===== src/rtl/receiver_if.sv =====
// receiver_if: serial line into the receiver and the received byte, strobe and status flags out of it.
interface receiver_if;
  logic rx_datain;
  logic [7:0] rx_data;
  logic rx_valid;
  logic rx_busy;
  logic parity_err;
  logic frame_err;
  modport master (output rx_datain, input rx_data, rx_valid, rx_busy, parity_err, frame_err);
  modport slave (input rx_datain, output rx_data, rx_valid, rx_busy, parity_err, frame_err);
endinterface


===== src/rtl/receiver.sv =====
// receiver: 8-data/even-parity/1-stop serial receiver, CLKS_PER_BIT clocks per bit, async active-low rst.
// Define RX_INPUT_SYNC_EN to pass rx_datain through a 2-flop synchronizer (adds 2 clocks of latency).
module receiver #(
  parameter int CLKS_PER_BIT = 1
) (
  input logic clk,
  input logic rst,
  receiver_if.slave bus
);
  localparam int H = CLKS_PER_BIT / 2;
  localparam logic [7:0] N1 = 8'(CLKS_PER_BIT - 1);
  localparam logic [7:0] H1 = 8'(H > 0 ? H - 1 : 0);
  typedef enum logic [2:0] {IDLE, START, DATA, PARITY, STOP, WAIT_IDLE} state_t;
  state_t state, nxt;
  logic line, tick, par;
  logic [7:0] timer, sr;
  logic [3:0] idx;
`ifdef RX_INPUT_SYNC_EN
  logic [1:0] sync;
  always_ff @(posedge clk or negedge rst)
    if (!rst) sync <= 2'b11;
    else sync <= {sync[0], bus.rx_datain};
  assign line = sync[1];
`else
  assign line = bus.rx_datain;
`endif
  assign tick = timer == N1;
  assign bus.rx_busy = state != IDLE;
  // With one clock per bit there is no mid-bit resample, so START is skipped
  always_comb begin
    nxt = state;
    case (state)
      IDLE:      if (!line) nxt = H == 0 ? DATA : START;
      START:     if (timer == H1) nxt = line ? IDLE : DATA;
      DATA:      if (tick && idx == 4'd7) nxt = PARITY;
      PARITY:    if (tick) nxt = STOP;
      STOP:      if (tick) nxt = line ? IDLE : WAIT_IDLE;
      WAIT_IDLE: if (line) nxt = IDLE;
      default:   nxt = IDLE;
    endcase
  end
  always_ff @(posedge clk or negedge rst)
    if (!rst) begin
      state <= IDLE;
      timer <= 8'd0;
      idx <= 4'd0;
      sr <= 8'd0;
      par <= 1'b0;
      bus.rx_data <= 8'd0;
      bus.rx_valid <= 1'b0;
      bus.parity_err <= 1'b0;
      bus.frame_err <= 1'b0;
    end else begin
      state <= nxt;
      timer <= (nxt != state || tick || state inside {IDLE, WAIT_IDLE}) ? 8'd0 : timer + 8'd1;
      idx <= nxt == IDLE ? 4'd0 : (tick && state inside {DATA, PARITY, STOP}) ? idx + 4'd1 : idx;
      if (state == DATA && tick) sr <= {line, sr[7:1]};
      if (state == PARITY && tick) par <= line;
      bus.rx_valid <= state == STOP && tick;
      if (state == STOP && tick) begin
        bus.rx_data <= sr;
        bus.parity_err <= ^sr ^ par;
        bus.frame_err <= !line;
      end
    end
endmodule

===== src/flat_wrapper.sv =====
// flat-port wrapper written by rule: the top's interface ports become plain ports
module receiver_flat 
#(
  parameter int CLKS_PER_BIT = 1
)
  (clk, rst, bus_rx_datain, bus_rx_data, bus_rx_valid, bus_rx_busy, bus_parity_err, bus_frame_err);
  receiver_if bus_i ();
  input logic clk;
  input logic rst;
  input wire logic [$bits(bus_i.rx_datain)-1:0] bus_rx_datain;
  output wire logic [$bits(bus_i.rx_data)-1:0] bus_rx_data;
  output wire logic [$bits(bus_i.rx_valid)-1:0] bus_rx_valid;
  output wire logic [$bits(bus_i.rx_busy)-1:0] bus_rx_busy;
  output wire logic [$bits(bus_i.parity_err)-1:0] bus_parity_err;
  output wire logic [$bits(bus_i.frame_err)-1:0] bus_frame_err;
  assign bus_i.rx_datain = bus_rx_datain;
  assign bus_rx_data = bus_i.rx_data;
  assign bus_rx_valid = bus_i.rx_valid;
  assign bus_rx_busy = bus_i.rx_busy;
  assign bus_parity_err = bus_i.parity_err;
  assign bus_frame_err = bus_i.frame_err;
  receiver #(.CLKS_PER_BIT(CLKS_PER_BIT)) u_core (.clk(clk), .rst(rst), .bus(bus_i));
endmodule

===== config.mk =====
export PLATFORM = sky130hd
export DESIGN_NAME = receiver_flat
export DESIGN_NICKNAME = d
export VERILOG_FILES = /design/src/rtl/receiver_if.sv /design/src/rtl/receiver.sv /design/src/flat_wrapper.sv
export SDC_FILE = /design/constraint.sdc
export NUM_CORES = 1
export LEC_CHECK = 0
export CAP_MARGIN = 20
export CORE_MARGIN = 8
export CORE_UTILIZATION = 45
export CTS_CLUSTER_DIAMETER = 200
export DETAILED_ROUTE_END_ITERATION = 7
export SYNTH_ARGS = -nofsm -noshare
export SYNTH_HDL_FRONTEND = slang
export SYNTH_SLANG_ARGS = --single-unit

===== constraint.sdc =====
create_clock -name clk -period 2.01 [get_ports clk]
set_input_delay 0.603 -clock clk [delete_from_list [all_inputs] [get_ports clk]]
set_output_delay 0.603 -clock clk [all_outputs]
set_load 0.02 [all_outputs]

==> results of run 1 <==
registers in the layout (all words and copies together) (netlist names):
register / flops
u_core.bus.rx_data: 8
u_core.sr: 8
u_core.timer: 8
u_core.idx: 4
u_core.state: 3
u_core.bus.frame_err: 1
u_core.bus.parity_err: 1
u_core.bus.rx_valid: 1
u_core.par: 1
per-layer routing:
layer	global-route usage (%)	wire [um]
met1	13.19	1401
met2	19.46	1587
met3	2.797	95
met4	6.415	59
met5	0	0
area by class of cell:
| cell class | count | area share [%] |
|---|---|---|
| sequential | 35 | 43.21 |
| tap | 48 | 2.963 |
| clock buffer | 6 | 3.580 |
| timing repair buffer | 25 | 10.93 |
| multi-input combinational | 95 | 37.22 |
| clock inverter | 2 | 0.6173 |
| inverter | 8 | 1.481 |
stage by stage:
step / power, mW / instance area (um2) / utilization (%) / std cells / setup WS (ns)
global placement: 2.632 / 1943 / 53.48 / 211 / 0.2575
finish: 3.126 / 2027 / 55.79 / 219 / 0.1614
detailed placement: 2.681 / 1943 / 53.48 / 211 / 0.1473
CTS: 3.177 / 2027 / 55.79 / 219 / 0.1320
floorplan: 2.177 / 1685 / - / 143 / 0.3467
global route: 3.352 / 2027 / 55.79 / 219 / 0.1097
where the power goes:
group | internal, mW | switching [mW] | leakage, nW
Clock | 0.242 | 0.244 | 0.0412
Sequential | 0.959 | 0.192 | 0.446
Combinational | 0.814 | 0.675 | 0.411
Total | 2.01 | 1.11 | 0.898
final timing paths:
check,startpoint,to,depth (start not counted)
setup / recovery,u_core.bus.rx_data[6],bus_rx_data[6],1
hold / removal,u_core.bus.parity_err,u_core.bus.parity_err,2
setup reg to reg,u_core.timer[0],u_core.bus.rx_data[3],7
hold reg to reg,u_core.bus.parity_err,u_core.bus.parity_err,2
max in group asynchronous,rst,u_core.idx[0],2
min in group asynchronous,rst,u_core.timer[5],2
synthesized netlist by cell type (4+ instances only):
master / number / area share (%)
nand2_1: 5 / 1.1
dfrtp_1: 35 / 52
mux2_2: 17 / 11
xor2_1: 7 / 3.6
inv_1: 8 / 1.8
nor2_1: 14 / 3.1
nand3_1: 4 / 1.2
xnor2_1: 7 / 3.6
nand4_1: 4 / 1.5
cell families after synthesis:
group           Yosys count  synth area share, %
simple gates             41                14.55
flops                    35                51.97
compound gates           19                8.018
mux                      17                11.36
xor+xnor                 15                8.612
buf+inv                  13                3.266
fa+ha+maj                 3                2.227
repair_timing:
action | 4_1_cts | 5_1_grt
gates resized for setup | 1 | 0
hold buffers | 0 | 0
setup endpoints to repair | 1 | 0
==> flow_summary.ini, run 1 <==
[floorplanning]
core_area_um2 = 3633
io_pins = 15
die_area_um2 = 5960
die_w_um = 77.20
initial_core_util_pct = 46.38
die_y_um = 77.20
rows = 22

[worst_setup_path]
worst_path_largest_cell_delay_ns = 0.62
path_cells = clkdlybuf4s50_1
path_buf_inv = 1
rrSetupSlack_ns = 0.30
critical_path_required_ns = 1.41
crit_slowest_cell = clkdlybuf4s50_1
cp_max_fo = 2
arrival_ns = 1.25
cp-end-kind = output port
cp_top_family = buffers and inverters
crit_path_start_kind = flop
critPathKind = reg2out

[timing]
whs_ns = 0.4886
setup_viol = 0
finalMaxSlewViolations = 0
period_share_pct = 91.97
slew_headroom_pct = 61.39
fin_crit_ns = 1.849
fin_skew_ns = 0.003338
rsz0062_at_grt = no
tightest_slew_ns = 0.5753
hold_viol = 0
setup_tns_ns = 0
fmax_mhz = 540.9

[finish]
layout_common_cells = 35 x dfrtp_1, 17 x mux2_2, 14 x nor2_1
diodes = 0
regArea_um2 = 875.8
multi_input_area_um2 = 754.5
drive_above_1_share_pct = 23.39
syn_to_final_growth_pct = 20.27
layout_commonest_cell = dfrtp_1
nFillCells = 335
num-nets-final = 176

[grt]
grt_overflow = 0
grt_usage_pct = 11.61
grt_max_degree = 36
grt_antenna_before_repair = 0
first_global_vias = 1242
grt_pass1_wl_um = 5595

[job]
maxCapViolCount = 0

[route]
wl_um = 3142
wl_per_cell_um = 14.35
firstDrtPassIters = 4
ant_nets = 0
vias = 1155
vias_per_cell = 5.274
drcViolationCount = 0
drtIter0Drc = 58

[worst_hold_path]
hold_path.class = reg2reg

[clock_tree]
clock_sink_count = 35
cts.clk_slew.worst_paths_ns = 0.07
postCtsSetupBuffers = 0
root_buffer = clkbuf_8
clockBufferDepth = 2
cts_made_buffers = 5
tritoncts = yes
h-tree-depth = 2
insertion_delay_ns = 0.28

[placed_design]
gp_congestion = 0.7943
dpl.hpwl_um = 2293
port_buffers = 14

[synth]
synth.distinct_cells = 37
syn_area_um2 = 1685
ys_seq_area_share_pct = 51.97
avgSynthCellArea_um2 = 11.79
ys_ff_latch = 35
syn_inst = 143
synth-edff-count = 0
async_flop_share_pct = 100.0
synth_nets = 149
ys.flop_type = dfrtp_1
yosys_warnings = 0

[run_status]
status = completed

[power_and_ir_drop]
power_density_nw_per_um2 = 1542
cellLeakagePower_nw = 0.8981
ir_drop_uv = 995.6
No activity file was read; power rests on OpenSTA's default activity.
==> run 2, diff against run 1 <==
--- a/config.mk
+++ b/config.mk
@@ -6,7 +6,7 @@
 export NUM_CORES = 1
 export LEC_CHECK = 0
 export CAP_MARGIN = 20
-export CORE_MARGIN = 8
+export CORE_MARGIN = 2
 export CORE_UTILIZATION = 45
 export CTS_CLUSTER_DIAMETER = 200
 export DETAILED_ROUTE_END_ITERATION = 7
==> run 2 against run 1 <==
  * Fmax shrank 0.36%
  * Wire length rose by 0.73%
  * Highest routed layer unchanged
  * First-iteration DRC count rose by 93%
  * Largest cell class unchanged
==> flow_summary.ini, run 2 (synthesis results as in run 1) <==
[timing]
setup_viol = 0
slew_headroom_pct = 59.44
setup_tns_ns = 0
tightest_slew_ns = 0.6043
setup_slack_ns = 0.1547
fin_skew_ns = 0.006649
fmax_mhz = 539.0
finalMaxSlewViolations = 0
hold_viol = 0
fin_crit_ns = 1.855
period_share_pct = 92.30
rsz0062_at_grt = no

[route]
drtIter0Drc = 112
wl_um = 3165
met2RoutedLength_um = 1556
top_layer = met4
vias = 1141
drcViolationCount = 0
firstDrtPassIters = 5
ant_nets = 0
vias_per_cell = 5.210
wl_per_cell_um = 14.45
wl_met3_um = 148
drt-met1-wl_um = 1411

[floorplanning]
die_area_um2 = 4251
rows = 22
io_pins = 15
initial_core_util_pct = 46.38
die_w_um = 65.20
core_area_um2 = 3633
die_y_um = 65.20

[finish]
syn_to_final_growth_pct = 23.09
layout_commonest_cell = dfrtp_1
nFillCells = 318
diodes = 0
design_area_um2 = 2074
layout_common_cells = 35 x dfrtp_1, 17 x mux2_2, 14 x nor2_1
num-nets-final = 176
top_regs = u_core.bus.rx_data (8), u_core.sr (8), u_core.timer (8)
final_util_pct = 57.09
drive_above_1_share_pct = 23.39
regArea_um2 = 875.8
multi_input_area_um2 = 754.5

[worst_setup_path]
cp-startpoint = u_core.bus.rx_data[0]
critPathKind = reg2out
worst_path_largest_cell_delay_ns = 0.61
cp-end-kind = output port
reg2reg_from = u_core.timer[0]
critPathCapture = bus_rx_data[0]
critical_path_required_ns = 1.41
reg2reg_depth = 7
path_cells = clkdlybuf4s50_1
r2r-end = u_core.bus.rx_data[6]
cp_max_fo = 2
path_depth = 1
arrival_ns = 1.25
cp_top_family = buffers and inverters
crit_path_start_kind = flop
crit_slowest_cell = clkdlybuf4s50_1
path_buf_inv = 1
rrSetupSlack_ns = 0.30

[placed_design]
gp_congestion = 0.8034
port_buffers = 14
pre_cts_ws_ns = 0.2011
place_area_um2 = 1943
dpl.hpwl_um = 2122

[grt]
grt_antenna_before_repair = 0
grt_overflow = 0
first_global_vias = 1137
grt_usage_pct = 16.87
grt_pass1_wl_um = 5319
grt_max_degree = 36

[power_and_ir_drop]
power_density_nw_per_um2 = 1640
ir_drop_uv = 796.7
cellLeakagePower_nw = 0.9223

[clock_tree]
h-tree-depth = 2
cts_made_buffers = 5
clockBufferDepth = 2
root_buffer = clkbuf_8
clock_sink_count = 35
tritoncts = yes
cts.clk_slew.worst_paths_ns = 0.07
insertion_delay_ns = 0.29

[worst_hold_path]
hold_path.class = reg2reg

[run_status]
status = completed

[job]
maxCapViolCount = 0
[run 2: cell types whose count changed in the layout (fill, tap and decap cells not counted)]
cell,delta
clkinvlp_4,-1
bufinv_16,+2
clkinv_2,-1
[run 2: timing repair]
action / in CTS / in global routing
hold buffers: 0 / 0
endpoints found under the hold margin: 0 / 0
endpoints found under the setup margin: 1 / 0
setup buffers: 0 / 0
resized for setup: 1 / 0
[run 2: through the flow]
stage	hold WS (ns)	power (mW)	instances
after floorplan	0.3074	2.177	143
after global placement	0.4710	2.624	211
after detailed placement	0.4699	2.665	211
after CTS	0.4861	3.433	219
after global routing	0.4966	3.603	219
final	0.4805	3.403	219
[run 2: cell type report]
type	count	area share, %
flip-flops and latches	35	42.22
multi-input cells	95	36.37
repair buffers	25	10.68
clock buffers	6	3.498
clock inverters	2	2.895
well taps	48	2.895
inverters	8	1.448
[run 2: report_power, final]
part / internal (mW) / switching, mW / total, mW
registers: 0.958 / 0.199 / 1.16
clock network: 0.496 / 0.260 / 0.756
logic: 0.815 / 0.674 / 1.49
[run 2: worst min path at each step]
stage                          start                    end  slack (ns)  cells after the start
2_1_floorplan                    rst   u_core.bus.frame_err        0.31                      0
3_3_place_gp   u_core.bus.parity_err  u_core.bus.parity_err        0.47                      2
3_5_place_dp    u_core.bus.frame_err   u_core.bus.frame_err        0.47                      2
4_1_cts         u_core.bus.frame_err   u_core.bus.frame_err        0.49                      2
5_1_grt         u_core.bus.frame_err   u_core.bus.frame_err        0.50                      2
6_report        u_core.bus.frame_err   u_core.bus.frame_err        0.48                      2
[run 2: per-layer routing]
metal  GRT usage (%)  vias to the layer above
li1                -                      549
met3           5.993                        5
met5               0                        -
met4           7.813                        0
met2           27.93                       25
met1           19.49                      562
[run 2: worst min-delay path, stage by stage (launching register included)]
cell and delay, ns:
dfrtp_1 0.35, nand2_1 0.05, o21ai_0 0.06
==> run 3, diff against run 2 <==
--- a/config.mk
+++ b/config.mk
@@ -10,6 +10,7 @@
 export CORE_UTILIZATION = 45
 export CTS_CLUSTER_DIAMETER = 200
 export DETAILED_ROUTE_END_ITERATION = 7
+export GPL_TIMING_DRIVEN = 1
 export SYNTH_ARGS = -nofsm -noshare
 export SYNTH_HDL_FRONTEND = slang
 export SYNTH_SLANG_ARGS = --single-unit
==> results of run 3 <==
Final layout, timing and power as in run 2 (identical DEF).
